--- src/rtl/cpu_pkg.sv ---
// Shared definitions for the fetch-stage PC sequencer.
//   pcs_state_e       : sequencer FSM state (RUN, DS_WAIT)
//   INSN_BYTES        : sequential PC increment
//   DELAY_SLOT_OFFSET : distance from a branch to its delay slot
//   LINK_OFFSET       : return address offset for JAL/JALR
package cpu_pkg;

  typedef enum logic {
    RUN     = 1'b0,
    DS_WAIT = 1'b1
  } pcs_state_e;

  localparam int unsigned INSN_BYTES        = 4;
  localparam int unsigned DELAY_SLOT_OFFSET = 4;
  localparam int unsigned LINK_OFFSET       = 8;

endpackage

--- src/rtl/ras_stack.sv ---
// Return-address stack: circular buffer with a top pointer and saturating count.
// A push when full overwrites the oldest entry; a pop when empty does nothing.
// Push and pop together replace the top entry.
// Ports:
//   clk_i, rst_ni : clock, async active-low reset (pointer/count only)
//   push_i        : push data_i
//   pop_i         : pop top entry
//   data_i        : address to push
//   top_o         : top entry, 0 when empty
//   empty_o       : no valid entry
module ras_stack #(
  parameter int ADDR_W    = 32,
  parameter int RAS_DEPTH = 4
) (
  input  logic              clk_i,
  input  logic              rst_ni,
  input  logic              push_i,
  input  logic              pop_i,
  input  logic [ADDR_W-1:0] data_i,
  output logic [ADDR_W-1:0] top_o,
  output logic              empty_o
);

  localparam int PTR_W = $clog2(RAS_DEPTH);
  localparam int CNT_W = PTR_W + 1;

  logic [ADDR_W-1:0] mem_q [RAS_DEPTH];
  logic [PTR_W-1:0]  ptr_q, ptr_d, ptr_inc;
  logic [CNT_W-1:0]  cnt_q, cnt_d;
  logic              has_entry, do_push, do_pop, do_replace;

  assign has_entry  = (cnt_q != '0);
  // Replace only makes sense with a live top; on an empty stack it degrades to a push.
  assign do_replace = push_i & pop_i & has_entry;
  assign do_push    = push_i & ~do_replace;
  assign do_pop     = pop_i & ~push_i & has_entry;
  assign ptr_inc    = ptr_q + PTR_W'(1);

  always_comb begin
    ptr_d = ptr_q;
    cnt_d = cnt_q;
    if (do_push) begin
      ptr_d = ptr_inc;
      if (cnt_q != CNT_W'(RAS_DEPTH)) cnt_d = cnt_q + CNT_W'(1);
    end else if (do_pop) begin
      ptr_d = ptr_q - PTR_W'(1);
      cnt_d = cnt_q - CNT_W'(1);
    end
  end

  always_ff @(posedge clk_i or negedge rst_ni) begin
    if (!rst_ni) begin
      ptr_q <= '0;
      cnt_q <= '0;
    end else begin
      ptr_q <= ptr_d;
      cnt_q <= cnt_d;
    end
  end

  always_ff @(posedge clk_i) begin
    if (do_push)         mem_q[ptr_inc] <= data_i;
    else if (do_replace) mem_q[ptr_q]   <= data_i;
  end

  assign top_o   = has_entry ? mem_q[ptr_q] : '0;
  assign empty_o = ~has_entry;

endmodule

--- src/rtl/pc_sequencer.sv ---
// Registered fetch PC generator with MIPS delay-slot redirect handling,
// exception redirect and a return-address stack for JR $ra prediction.
// Ports:
//   w_clk, w_rst_n            : clock, async active-low reset
//   w_stall                   : hold the PC
//   w_branch_op, w_success    : taken conditional branch in EX
//   w_jump_op, w_imm_op       : jump in EX, immediate (J/JAL) or register form
//   w_link_op, w_ret_op       : push / pop the RAS
//   w_exc_req                 : redirect to EXC_VECTOR
//   w_br_pc_in                : PC of the EX branch/jump
//   w_alu_imm, w_br_imm_26    : branch offset, J-type target field
//   w_reg_pc                  : register jump target
//   w_pc_out, w_redirect      : fetch PC, non-sequential-load flag
//   w_ras_top, w_ras_empty    : predicted return address, RAS empty
module pc_sequencer
  import cpu_pkg::*;
#(
  parameter int                ADDR_W       = 32,
  parameter logic [ADDR_W-1:0] RESET_VECTOR = '0,
  parameter logic [ADDR_W-1:0] EXC_VECTOR   = ADDR_W'(32'h0000_0080),
  parameter int                RAS_DEPTH    = 4
) (
  input  logic              w_clk,
  input  logic              w_rst_n,
  input  logic              w_stall,
  input  logic              w_branch_op,
  input  logic              w_success,
  input  logic              w_jump_op,
  input  logic              w_imm_op,
  input  logic              w_link_op,
  input  logic              w_ret_op,
  input  logic              w_exc_req,
  input  logic [ADDR_W-1:0] w_br_pc_in,
  input  logic [ADDR_W-1:0] w_alu_imm,
  input  logic [25:0]       w_br_imm_26,
  input  logic [ADDR_W-1:0] w_reg_pc,
  output logic [ADDR_W-1:0] w_pc_out,
  output logic              w_redirect,
  output logic [ADDR_W-1:0] w_ras_top,
  output logic              w_ras_empty
);

  pcs_state_e        state_q;
  logic [ADDR_W-1:0] pc_q, pend_q;
  logic              redir_q;

  logic                     resolve, ds_unfetched, ras_en;
  logic [ADDR_W-1:0]        pc4, seq_pc, j_tgt, r_tgt, target;
  logic signed [ADDR_W-1:0] br_off, br_tgt;

  assign resolve      = (w_branch_op & w_success) | w_jump_op;
  assign pc4          = w_br_pc_in + ADDR_W'(DELAY_SLOT_OFFSET);
  assign seq_pc       = pc_q + ADDR_W'(INSN_BYTES);
  // Fetch has not yet issued the delay slot if it is the current PC.
  assign ds_unfetched = (pc_q == pc4);

  // Offset arrives sign-extended; the sum wraps modulo 2^ADDR_W.
  assign br_off = $signed(w_alu_imm);
  assign br_tgt = $signed(pc4) + br_off;

  always_comb begin
    j_tgt       = pc4;
    j_tgt[27:0] = {w_br_imm_26, 2'b00};
    r_tgt       = {w_reg_pc[ADDR_W-1:2], 2'b00};
    if (w_jump_op) target = w_imm_op ? j_tgt : r_tgt;
    else           target = $unsigned(br_tgt);
  end

  always_ff @(posedge w_clk or negedge w_rst_n) begin
    if (!w_rst_n) begin
      pc_q    <= RESET_VECTOR;
      state_q <= RUN;
      pend_q  <= '0;
      redir_q <= 1'b0;
    end else begin
      redir_q <= 1'b0;
      if (w_exc_req) begin
        pc_q    <= EXC_VECTOR;
        redir_q <= 1'b1;
        state_q <= RUN;
        pend_q  <= '0;
      end else begin
        case (state_q)
          RUN: begin
            if (resolve && (ds_unfetched || w_stall)) begin
              // Park the target until the delay slot has been fetched
              // (or until a stall covering an already-fetched slot lifts).
              pend_q  <= target;
              state_q <= DS_WAIT;
              if (!w_stall) pc_q <= seq_pc;
            end else if (resolve) begin
              pc_q    <= target;
              redir_q <= 1'b1;
            end else if (!w_stall) begin
              pc_q <= seq_pc;
            end
          end
          DS_WAIT: begin
            // New resolves are dropped here: branches in delay slots are undefined.
            if (!w_stall) begin
              pc_q    <= pend_q;
              redir_q <= 1'b1;
              state_q <= RUN;
            end
          end
          default: state_q <= RUN;
        endcase
      end
    end
  end

  // Only resolves actually acted upon touch the RAS.
  assign ras_en = resolve & ~w_exc_req & (state_q == RUN);

  ras_stack #(
    .ADDR_W    (ADDR_W),
    .RAS_DEPTH (RAS_DEPTH)
  ) u_ras (
    .clk_i   (w_clk),
    .rst_ni  (w_rst_n),
    .push_i  (ras_en & w_jump_op & w_link_op),
    .pop_i   (ras_en & w_jump_op & w_ret_op),
    .data_i  (w_br_pc_in + ADDR_W'(LINK_OFFSET)),
    .top_o   (w_ras_top),
    .empty_o (w_ras_empty)
  );

  assign w_pc_out   = pc_q;
  assign w_redirect = redir_q;

endmodule

--- config.mk ---
export PLATFORM = sky130hd
export DESIGN_NAME = pc_sequencer
export DESIGN_NICKNAME = d
export VERILOG_FILES = /design/src/rtl/cpu_pkg.sv /design/src/rtl/ras_stack.sv /design/src/rtl/pc_sequencer.sv
export SDC_FILE = /design/constraint.sdc
export NUM_CORES = 1
export LEC_CHECK = 0
export BUFFER_PORTS_ARGS = -buffer_cell sky130_fd_sc_hd__buf_2
export CORE_ASPECT_RATIO = 0.6
export CORE_MARGIN = 1
export CORE_UTILIZATION = 55
export DETAILED_ROUTE_END_ITERATION = 10
export GPL_TIMING_DRIVEN = 1
export PLACE_DENSITY = 0.82
export SLEW_MARGIN = 10
export SYNTH_ARGS = -nofsm -noshare
export SYNTH_HDL_FRONTEND = slang
export SYNTH_SLANG_ARGS = --single-unit
export TNS_END_PERCENT = 100
--- constraint.sdc ---
create_clock -name w_clk -period 4.8 [get_ports w_clk]
set_clock_uncertainty 0.2 [all_clocks]
set_input_delay 0.24 -clock w_clk [delete_from_list [all_inputs] [get_ports w_clk]]
set_output_delay 0.24 -clock w_clk [all_outputs]
set_load 0.02 [all_outputs]
==> impl_metrics.ini <==
[layout]
fin_nets = 1608
fill_cells = 1914
finalNonFillerCells = 1765
multi_input_area_sq_um = 7230
drive_above_1_share_pct = 23.1
seqCellArea_sq_um = 5620
final_area_sq_um = 15200
syn2layout_area_growth_pct = 14.8

[global_routing]
busiest_layer = met2
grt_usage_pct = 31.8
overflow = 0
grt_first_pass_wirelength_um = 59600
use_met1_pct = 45.8
use_met3_pct = 8.75
antenna_found_initial = 3
grt_pass1_vias = 10500
use_met2_pct = 46.7
grt_max_degree = 72

[sta]
slew_headroom_pct = 24.3
period_share_pct = 96.0
rsz0062_at_grt = false
tns_ns = 0
timing.hold.ws_ns = 0.0350
finalMaxSlewViolations = 0
fin_crit_ns = 4.61
hold_viol_final = 0
tightest_slew_ns = 1.13
fmax_mhz = 217
setup_viol = 0

[worst_setup_path]
worstPathMaxFanout = 7
path_cells = dlygate4sd3_1 > buf_2 > ha_1 > nand2_1 > or4_1 > xnor2_1 > ha_1 > a21oi_1 > inv_1 > a31oi_1 > nand2_1 > o211ai_1 > a31oi_1 > nand4_1 > o311ai_0 > buf_4 > and3_1 > a2111oi_2
path_class = in -> reg
crit_path_end_kind = flip-flop
crit_buf_inv = 4
crit_family = compound AO/OA/AOI/OAI gates
crit_required_ns = 4.95
arrival_ns = 4.76
startpoint_type = primary input
setup.worst_path.start = w_br_pc_in[3]
slowest_delay_ns = 0.54
r2r_start = w_pc_out[5]$_DFFE_PN0P_
cp_slowest_cell = or4_1

[clock_tree]
htree_levels = 4
cts_tree = done
cts.sinks = 199
numCtsBuffers = 17
root_buffer = clkbuf_16
clkLatencyLatePin_ns = 0.46
clk_pin_slew_worst_paths_ns = 0.07
cts_buffer_depth = 2
post_cts_buffers = 0

[place]
hpwl_um = 28600
gp_congestion = 0.937
portBuffers = 195
dp_cells = 1724
place_area_sq_um = 14500

[yosys]
synth_ff_type = edfxtp_1
yosys_warnings = 0
synth_cell_types = 80
syn_nets = 1442
netlist_instances = 1270
synth-edff-count = 128
syn_area_per_cell_sq_um = 10.4
syn_area_sq_um = 13200
synth_seq_cells = 199
ys_async_sr_fraction_pct = 35.7
ys_seq_area_share_pct = 42.4

[routing]
totalWireLength_um = 38300
antenna_left = 0
drtPass1Iterations = 5
vias = 11100
drcViolationCount = 0
via_per_inst = 6.32
wl_per_cell_um = 21.7
drt_first_iter_violations = 1308

[power]
ir_drop_v = 0.000384
p_per_area_nw_per_um2 = 368
p_leak_nw = 6.14

[min_path]
hold_class = in -> reg
min_from = w_reg_pc[26]

[die]
die_x_um = 202
start_util_pct = 56.7
die_area_sq_um = 24700
core_area_sq_um = 23300
die_h_um = 122
pin_count = 198
row_count = 43

[run]
drv_cap = 0

[run_status]
status = finished clean
path summary, 6_finish.rpt:
| kind | end | slack (ns) | depth (start not counted) |
|---|---|---|---|
| max in group asynchronous | u_ras.ptr_q[0]$_DFFE_PN0P_ | 3.35 | 3 |
| setup / recovery | w_pc_out[29]$_DFFE_PN0P_ | 0.19 | 18 |
| setup reg to reg | w_pc_out[1]$_DFFE_PN0P_ | 0.85 | 10 |
| hold reg to reg | pend_q[6]$_DFFE_PN0P_ | 0.29 | 2 |
| min in group asynchronous | pend_q[0]$_DFFE_PN0P_ | 0.35 | 3 |
| hold / removal | pend_q[26]$_DFFE_PN0P_ | 0.03 | 4 |
synthesized netlist by cell type (9+ instances only):
| library cell | n | area [sq um] |
|---|---|---|
| nor2b_1 | 41 | 257 |
| mux2i_1 | 49 | 490 |
| nand4_1 | 22 | 138 |
| nand2_1 | 103 | 387 |
| nor4_1 | 14 | 87.6 |
| a22o_1 | 19 | 166 |
| xor2_1 | 60 | 526 |
| ha_1 | 38 | 475 |
| o21ai_0 | 60 | 300 |
| mux2_2 | 12 | 135 |
| o211ai_1 | 11 | 82.6 |
| mux4_2 | 32 | 721 |
| inv_1 | 13 | 48.8 |
| nor3_1 | 35 | 175 |
| and3_1 | 20 | 125 |
| o22ai_1 | 11 | 68.8 |
| xnor2_1 | 78 | 683 |
| o21ai_1 | 10 | 50.1 |
| buf_4 | 9 | 67.6 |
| dfrtp_1 | 71 | 1780 |
| nand2b_1 | 20 | 125 |
| nor2_1 | 88 | 330 |
| clkbuf_1 | 57 | 214 |
| a21o_1 | 24 | 180 |
| buf_2 | 15 | 75.1 |
| edfxtp_1 | 128 | 3840 |
| nand3_1 | 36 | 180 |
| buf_1 | 9 | 33.8 |
| a21oi_1 | 50 | 250 |
timing repair:
item / CTS / global route
endpoints found under the hold margin: 93 / 0
resized for setup: 0 / 5
endpoints found under the setup margin: 0 / 10
hold buffers: 8 / 0
state kept, by name (all words and copies together) (netlist names):
register,flops
u_ras.mem_q,128
pend_q,32
state_q,1
u_ras.cnt_q,3
u_ras.ptr_q,2
w_redirect,1
w_pc_out,32
per-layer routing:
metal / up-vias / wire length (um) / part of all wire [%]
met5: - / 24 / 0.063
met4: 4 / 833 / 2.2
met3: 67 / 4160 / 11
met2: 618 / 16600 / 43
met1: 5388 / 16700 / 44
li1: 5071 / - / -
layout by cell type (no fill, tap or decap), types with 6 or more instances in the layout:
cell type,n
a2111oi_2,7
a21o_1,24
a21oi_1,48
a22o_1,19
a31oi_1,8
and2_1,6
and3_1,20
and4_1,8
buf_2,195
buf_4,34
clkbuf_16,17
dfrtp_1,70
dlygate4sd3_1,8
edfxtp_1,128
ha_1,38
inv_1,13
mux2_2,12
mux2i_1,49
mux4_2,32
nand2_1,103
nand2b_1,20
nand3_1,36
nand4_1,22
nor2_1,87
nor2b_1,41
nor3_1,31
nor4_1,14
o2111ai_1,6
o211ai_1,11
o21ai_0,59
o21ai_1,11
o22ai_1,11
o31ai_1,8
or3_1,8
xnor2_1,78
xor2_1,60
cell families after synthesis:
| family | count (synthesis) | synth area share, % |
|---|---|---|
| AOI/OAI and AO/OA | 261 | 13.4 |
| xor gates and xnor gates | 140 | 9.47 |
| adders and majority gates | 40 | 3.89 |
| buffers and inverters | 103 | 3.32 |
| DFF | 199 | 42.4 |
| muxes | 98 | 10.6 |
| and+or+nand+nor | 429 | 16.9 |
layout make-up:
class,count,share of cell area [%]
Tap cell,315,2.59
Sequential cell,199,37.0
Inverter,13,0.321
Multi-Input combinational cell,968,47.5
Clock inverter,15,1.16
Clock buffer,17,2.80
Timing Repair Buffer,237,8.62
Antenna cell,1,0.0165
metrics by stage:
| step | utilization [%] | total power [mW] | setup slack [ns] |
|---|---|---|---|
| floorplan | - | 3.52 | 0.385 |
| global placement | 62.1 | 4.08 | 0.341 |
| detailed placement | 62.1 | 4.12 | 0.228 |
| CTS | 65.1 | 5.61 | 0.252 |
| global route | 65.1 | 5.86 | 0.00354 |
| finish | 65.1 | 5.60 | 0.190 |
tightest hold or removal path: stages:
cell and delay (ns):
buf_2 0.07, o211ai_1 0.09, o21ai_0 0.12, a22o_1 0.14
power by group:
group / switching [mW] / internal (mW) / total, mW
Clock: 0.671 / 0.824 / 1.50
Sequential: 0.147 / 1.96 / 2.11
Combinational: 1.15 / 0.851 / 2.00
Total: 1.96 / 3.63 / 5.60
(Power assumes the default switching activity.)
